===== src/rtl/alut_addr_lookup19_pkg.sv =====
// Shared definitions for the ALUT address lookup: FSM states, RAM entry layout,
// broadcast MAC and egress-mask helpers.
package alut_pkg19;

    localparam int unsigned MAC_W   = 48;
    localparam int unsigned TIME_W  = 32;
    localparam int unsigned ENTRY_W = 83;

    // Highest ALUT RAM address, also used by the age checker.
    localparam logic [7:0]  MAX_ADDR = 8'hFF;
    localparam int unsigned ADDR_W   = $clog2(int'(MAX_ADDR) + 1);

    localparam int unsigned VALID_BIT = 82;
    localparam int unsigned TIME_MSB  = 81;
    localparam int unsigned TIME_LSB  = 50;
    localparam int unsigned PORT_MSB  = 49;
    localparam int unsigned PORT_LSB  = 48;

    localparam logic [MAC_W-1:0] BCAST_MAC = '1;

    typedef enum logic [2:0] {
        ST_IDLE,
        ST_WAIT_AGE,
        ST_SA_WR,
        ST_DA_RD,
        ST_DA_CHK,
        ST_AGE_REQ,
        ST_AGE_WAIT,
        ST_RESULT
    } lookup_state_e;

    // Every port except the one the frame arrived on.
    function automatic logic [3:0] flood_mask(input logic [1:0] src_port);
        return 4'b1111 & ~(4'b0001 << src_port);
    endfunction

    // Known destination; a frame is never sent back out of its ingress port.
    function automatic logic [3:0] hit_mask(input logic [1:0] hit_port,
                                            input logic [1:0] src_port);
        return (hit_port == src_port) ? 4'b0000 : (4'b0001 << hit_port);
    endfunction

endpackage


===== src/rtl/alut_addr_lookup19_mac_hash.sv =====
// 48-to-8 XOR fold of a MAC address, giving the ALUT RAM index.
module alut_mac_hash19
    import alut_pkg19::*;
(
    input  logic [MAC_W-1:0]  mac_i,
    output logic [ADDR_W-1:0] idx_o
);

    always_comb begin
        idx_o = '0;
        for (int unsigned i = 0; i < 6; i++) begin
            idx_o ^= mac_i[i*8 +: 8];
        end
    end

endmodule


===== src/rtl/alut_addr_lookup19.sv =====
// ALUT frame lookup: learns the source MAC, looks up the destination MAC and
// resolves a one-hot / flood / filter egress mask, consulting the age checker on a hit.
module alut_addr_lookup19
    import alut_pkg19::*;
#(
    parameter int unsigned AGE_TMO = 16
) (
    input  logic                pclk19,
    input  logic                n_p_reset19,
    input  logic                d_addr_vld19,
    input  logic [MAC_W-1:0]    d_addr19,
    input  logic [MAC_W-1:0]    s_addr19,
    input  logic [1:0]          s_port19,
    input  logic [TIME_W-1:0]   curr_time19,
    input  logic                age_check_active19,
    input  logic                age_confirmed19,
    input  logic                age_ok19,
    input  logic [ENTRY_W-1:0]  mem_read_data_add19,
    output logic [ADDR_W-1:0]   mem_addr_add19,
    output logic                mem_write_add19,
    output logic [ENTRY_W-1:0]  mem_write_data_add19,
    output logic                check_age19,
    output logic [TIME_W-1:0]   last_accessed19,
    output logic                add_check_active19,
    output logic [3:0]          d_port19,
    output logic                d_port_vld19,
    output logic                addr_busy19
);

    localparam logic [7:0] AGE_CNT_LAST = 8'(AGE_TMO - 1);

    lookup_state_e     state_q;
    logic [MAC_W-1:0]  d_addr_q;
    logic [MAC_W-1:0]  s_addr_q;
    logic [1:0]        s_port_q;
    logic [1:0]        hit_port_q;
    logic [7:0]        age_cnt_q;

    logic [MAC_W-1:0]  src_mac;
    logic [1:0]        src_port;
    logic [ADDR_W-1:0] src_idx;
    logic [ADDR_W-1:0] dst_idx;
    logic              da_miss;

    // The learn write is issued on the edge leaving IDLE (straight from the
    // inputs) or leaving WAIT_AGE (from the captured copy), so outputs stay registered.
    always_comb begin
        src_mac  = (state_q == ST_IDLE) ? s_addr19 : s_addr_q;
        src_port = (state_q == ST_IDLE) ? s_port19 : s_port_q;
        da_miss  = (d_addr_q == BCAST_MAC)
                || !mem_read_data_add19[VALID_BIT]
                || (mem_read_data_add19[PORT_LSB-1:0] != d_addr_q);
    end

    alut_mac_hash19 u_src_hash (
        .mac_i (src_mac),
        .idx_o (src_idx)
    );

    alut_mac_hash19 u_dst_hash (
        .mac_i (d_addr_q),
        .idx_o (dst_idx)
    );

    always_ff @(posedge pclk19 or negedge n_p_reset19) begin
        if (!n_p_reset19) begin
            state_q              <= ST_IDLE;
            d_addr_q             <= '0;
            s_addr_q             <= '0;
            s_port_q             <= '0;
            hit_port_q           <= '0;
            age_cnt_q            <= '0;
            mem_addr_add19       <= '0;
            mem_write_add19      <= 1'b0;
            mem_write_data_add19 <= '0;
            check_age19          <= 1'b0;
            last_accessed19      <= '0;
            add_check_active19   <= 1'b0;
            d_port19             <= '0;
            d_port_vld19         <= 1'b0;
            addr_busy19          <= 1'b0;
        end else begin
            mem_write_add19      <= 1'b0;
            mem_write_data_add19 <= '0;
            check_age19          <= 1'b0;
            d_port_vld19         <= 1'b0;

            case (state_q)
                ST_IDLE: begin
                    if (d_addr_vld19) begin
                        d_addr_q    <= d_addr19;
                        s_addr_q    <= s_addr19;
                        s_port_q    <= s_port19;
                        addr_busy19 <= 1'b1;
                        if (age_check_active19) begin
                            state_q <= ST_WAIT_AGE;
                        end else begin
                            state_q              <= ST_SA_WR;
                            mem_addr_add19       <= src_idx;
                            mem_write_add19      <= 1'b1;
                            mem_write_data_add19 <= {1'b1, curr_time19, src_port, src_mac};
                        end
                    end
                end

                ST_WAIT_AGE: begin
                    if (!age_check_active19) begin
                        state_q              <= ST_SA_WR;
                        mem_addr_add19       <= src_idx;
                        mem_write_add19      <= 1'b1;
                        mem_write_data_add19 <= {1'b1, curr_time19, src_port, src_mac};
                    end
                end

                ST_SA_WR: begin
                    state_q        <= ST_DA_RD;
                    mem_addr_add19 <= dst_idx;
                end

                ST_DA_RD: begin
                    state_q <= ST_DA_CHK;
                end

                ST_DA_CHK: begin
                    if (da_miss) begin
                        state_q      <= ST_RESULT;
                        d_port19     <= flood_mask(s_port_q);
                        d_port_vld19 <= 1'b1;
                    end else begin
                        state_q            <= ST_AGE_REQ;
                        last_accessed19    <= mem_read_data_add19[TIME_MSB:TIME_LSB];
                        hit_port_q         <= mem_read_data_add19[PORT_MSB:PORT_LSB];
                        check_age19        <= 1'b1;
                        add_check_active19 <= 1'b1;
                    end
                end

                ST_AGE_REQ: begin
                    state_q   <= ST_AGE_WAIT;
                    age_cnt_q <= '0;
                end

                ST_AGE_WAIT: begin
                    if (age_confirmed19 || (age_cnt_q == AGE_CNT_LAST)) begin
                        state_q            <= ST_RESULT;
                        add_check_active19 <= 1'b0;
                        d_port_vld19       <= 1'b1;
                        d_port19           <= (age_confirmed19 && age_ok19)
                                              ? hit_mask(hit_port_q, s_port_q)
                                              : flood_mask(s_port_q);
                    end else begin
                        age_cnt_q <= age_cnt_q + 8'd1;
                    end
                end

                ST_RESULT: begin
                    state_q     <= ST_IDLE;
                    addr_busy19 <= 1'b0;
                end

                default: begin
                    state_q <= ST_IDLE;
                end
            endcase
        end
    end

endmodule


===== config.mk =====
export PLATFORM = sky130hd
export DESIGN_NAME = alut_addr_lookup19
export DESIGN_NICKNAME = d
export VERILOG_FILES = /design/src/rtl/alut_addr_lookup19_pkg.sv /design/src/rtl/alut_addr_lookup19_mac_hash.sv /design/src/rtl/alut_addr_lookup19.sv
export SDC_FILE = /design/constraint.sdc
export NUM_CORES = 1
export LEC_CHECK = 0
export ABC_AREA = 1
export CORE_MARGIN = 2
export CORE_UTILIZATION = 35
export CTS_BUF_LIST = sky130_fd_sc_hd__clkbuf_2 sky130_fd_sc_hd__clkbuf_4 sky130_fd_sc_hd__clkbuf_8
export DETAILED_ROUTE_END_ITERATION = 8
export GPL_ROUTABILITY_DRIVEN = 0
export PLACE_DENSITY = 0.59
export SETUP_SLACK_MARGIN = 0.02
export SLEW_MARGIN = 20
export SYNTH_ARGS = -nofsm -noshare
export SYNTH_HDL_FRONTEND = slang
export SYNTH_SLANG_ARGS = --single-unit

===== constraint.sdc =====
create_clock -name pclk19 -period 2.3 [get_ports pclk19]
set_input_delay 0.575 -clock pclk19 [delete_from_list [all_inputs] [get_ports pclk19]]
set_output_delay 0.575 -clock pclk19 [all_outputs]
set_load 0.005 [all_outputs]

==> results_dict.tcl <==
set metrics [dict create \
    synth_top_area_share_pct 51.63 \
    crit_path_end_kind "flip-flop" \
    peakVddDrop_uv 398.8 \
    critPathMaxStageDelay_ps 440 \
    stdcell_area_um2 16800 \
    hpwl_um 27020 \
    syn_area_um2 11730 \
    synth_largest_area_cell "dfrtp_1" \
    cts_htree_levels 2 \
    start_util_pct 35.25 \
    period_share_pct 93.87 \
    drt-pass1-iter-count 8 \
    clk_pin_slew_ps 60 \
    cp.arrival_ps 2620 \
    p_leak_nw 8.624 \
    rsz0062_at_grt "yes" \
    grt_use_total_pct 20.22 \
    synthTopCellsByArea "dfrtp_1 (52%), nand2_1 (21%), inv_1 (6.7%)" \
    antenna_found_initial 1 \
    yosys-top-cells-count "nand2_1 (666), dfrtp_1 (242), inv_1 (208), o21ai_0 (138), nor2_1 (103)" \
    routed_via_density 4.465 \
    fin_skew_ps 20.35 \
    avgSynthCellArea_um2 7.500 \
    p_int_w 0.01084 \
    hold_viol_final 0 \
    numClockSinks 242 \
    clockBufferDepth 3 \
    fillers 3224 \
    ant_nets 0 \
    num_vias 10790 \
    layout.nets 2166 \
    place_ws_ps -322.8 \
    startpoint_type "flip-flop" \
    drt_wl_total_um 35790 \
    switching_share_pct 41.00 \
    drv_cap 0 \
    dieArea_um2 35000 \
    ys_ff_latch 242 \
    finalMaxSlewViolations 0 \
    coreArea_um2 33280 \
    cts_tree "built" \
    place_area_um2 15910 \
    yosysSeqAreaShare_pct 51.63 \
    die_height_um 187.1 \
    setup_slack_ps 141.0 \
    slew_headroom_pct 69.76 \
    syn_inst 1564 \
    yosysMostFrequentCell "nand2_1" \
    yosysUniqueCellTypes 30 \
    drive_above_1_share_pct 6.301 \
    ios 351 \
    cts_buffers 43 \
    port_buffers 350 \
    fmax_mhz 463.2 \
    critical_path.max_fanout 27 \
    min_path_type "in2async" \
    synth_edf_count 0 \
    ys_warn_count 0 \
    syn2layout_area_growth_pct 43.24 \
    worst_pin_slew_ps 448.9 \
    row_count 67 \
    route.detailed.drc 0 \
    p_sw_w 0.007534 \
    post_drt_wl_per_cell_um 14.81 \
    die_w_um 187.1 \
    grt_first_pass_wirelength_um 56500 \
    root_buffer "clkbuf_8" \
    power.density_nw_per_um2 1094 \
    synthArstFlopShare_pct 100.0 \
    path_class "reg2reg" \
    required_ps 2770 \
    overflow 0 \
    crit_chain "nor2_4, nand2_8, buf_12, buf_4, o21ai_1, xor2_2, inv_1, nand2_1, nand3_1, a21oi_1" \
    cp_slowest_cell "dfrtp_2" \
    pwr-share-comb_pct 44.6 \
    synth_flop_cell "dfrtp_1" \
    seqPwrFrac_pct 33.9 \
    setup_viol 0 \
    clkPwrFrac_pct 21.5 \
    syn_nets 1784 \
    first_global_vias 10690 \
    status "completed" \
    post-route-min-period_ps 2159 \
    drt_iter0_markers 681 \
    clk_latency_ps 540 \
    grt_max_degree 93 \
]
[cell families (layout without fill, tap and decap cells)]
logic type	Yosys count	count (layout)	synth area share [%]
simple gates	826	826	27.31
buf+inv	266	670	9.248
flops	242	242	51.63
compound gates	178	178	7.904
xor+xnor	51	51	3.808
fa+ha+maj	1	1	0.1066
other cells	0	1	0
[through the flow]
step / hold WS [ps] / std cells / power, W / util, % / TNS (ps)
finish: 464.6 / 2417 / 0.01838 / 50.49 / 0
global route: 444.2 / 2417 / 0.01996 / 50.49 / 0
CTS: 437.1 / 2414 / 0.01851 / 50.33 / 0
detailed placement: 418.7 / 2346 / 0.01444 / 47.81 / -12130
global placement: 420.5 / 2346 / 0.01429 / 47.81 / -10420
floorplan: 279.4 / 1564 / 0.01148 / - / 0
[sequential cells by signal, indices dropped and copies added, names as in the netlist, 2 cells and up]
name and count:
last_accessed19 32, d_addr_q 48, hit_port_q 2, s_port_q 2, d_port19 4, state_q 3, mem_addr_add19 8, age_cnt_q 8
s_addr_q 48, mem_write_data_add19 82
[layout make-up]
| type | count | area [µm²] | share of cell area [%] |
|---|---|---|---|
| clock inverter | 4 | 26.28 | 0.1564 |
| timing repair buffer | 390 | 3928 | 23.37 |
| multi-input combinational | 1056 | 4626 | 27.53 |
| sequential | 242 | 6057 | 36.05 |
| clock buffer | 63 | 798.3 | 4.751 |
| tap | 448 | 560.5 | 3.336 |
| timing repair inverter | 1 | 5.005 | 0.02979 |
| antenna | 1 | 2.502 | 0.01489 |
| inverter | 212 | 799.5 | 4.758 |
[timing repair]
action | in CTS | in global routing
hold buffers | 1 | 0
setup endpoints to repair | 3 | 14
resized for setup | 2 | 18
setup buffers | 0 | 1
gates cloned | 0 | 1
pin swaps | 0 | 2
hold endpoints to repair | 15 | 0
[cells in the final DEF, fill, tap and decap left out, types with 2 or more instances in the layout]
| master | instances |
|---|---|
| o21ai_2 | 4 |
| inv_2 | 4 |
| clkbuf_4 | 11 |
| nor2_1 | 103 |
| nor3_1 | 10 |
| nand2_1 | 666 |
| o21ai_1 | 23 |
| xnor2_1 | 25 |
| clkdlybuf4s50_1 | 349 |
| xor2_1 | 24 |
| buf_12 | 9 |
| a22oi_1 | 2 |
| a21oi_1 | 16 |
| clkinvlp_4 | 2 |
| buf_4 | 29 |
| nand3_1 | 32 |
| nand4_1 | 8 |
| o21ai_0 | 126 |
| clkbuf_8 | 52 |
| clkinv_2 | 2 |
| inv_1 | 207 |
| nor2_4 | 2 |
| o31ai_1 | 2 |
| dfrtp_1 | 241 |
| nand3b_1 | 2 |
| o22ai_1 | 2 |
[metal layers]
metal	vias up	GRT usage [%]	wire (µm)
met5	-	0	0
li1	5492	-	-
met2	353	33.76	16940
met4	0	6.899	1039
met1	4888	26.21	15580
met3	60	4.090	2225
[worst paths after layout]
path | start | slack, ps | cells after the start | endpoint
max in group asynchronous | n_p_reset19 | 1190 | 3 | s_addr_q[8]$_DFFE_PN0P_
max | state_q[2]$_DFFE_PN0P_ | 140 | 10 | mem_addr_add19[1]$_DFFE_PN0P_
max reg2reg | state_q[2]$_DFFE_PN0P_ | 140 | 10 | mem_addr_add19[1]$_DFFE_PN0P_
min | n_p_reset19 | 460 | 2 | mem_write_data_add19[18]$_DFF_PN0_
min reg2reg | add_check_active19$_DFFE_PN0P_ | 470 | 2 | add_check_active19$_DFFE_PN0P_
min in group pclk19 | add_check_active19$_DFFE_PN0P_ | 470 | 2 | add_check_active19$_DFFE_PN0P_
[worst max-delay path, delay by kind of cell, from the launching register on]
family	cells	cell delay, ps
flops	1	440
compound gates	2	410
xor+xnor	1	250
simple gates	4	500
buf+inv	3	460
[power by group through the flow]
stage	combinational [W]	sequential [W]	clock, W
floorplan	0.00542	0.00607	0
global placement	0.00802	0.00627	0
detailed placement	0.00816	0.00629	0
CTS	0.00821	0.00623	0.00407
global route	0.00935	0.00635	0.00425
finish	0.00819	0.00624	0.00395
Note: power is estimated with default switching activity, not from simulation.
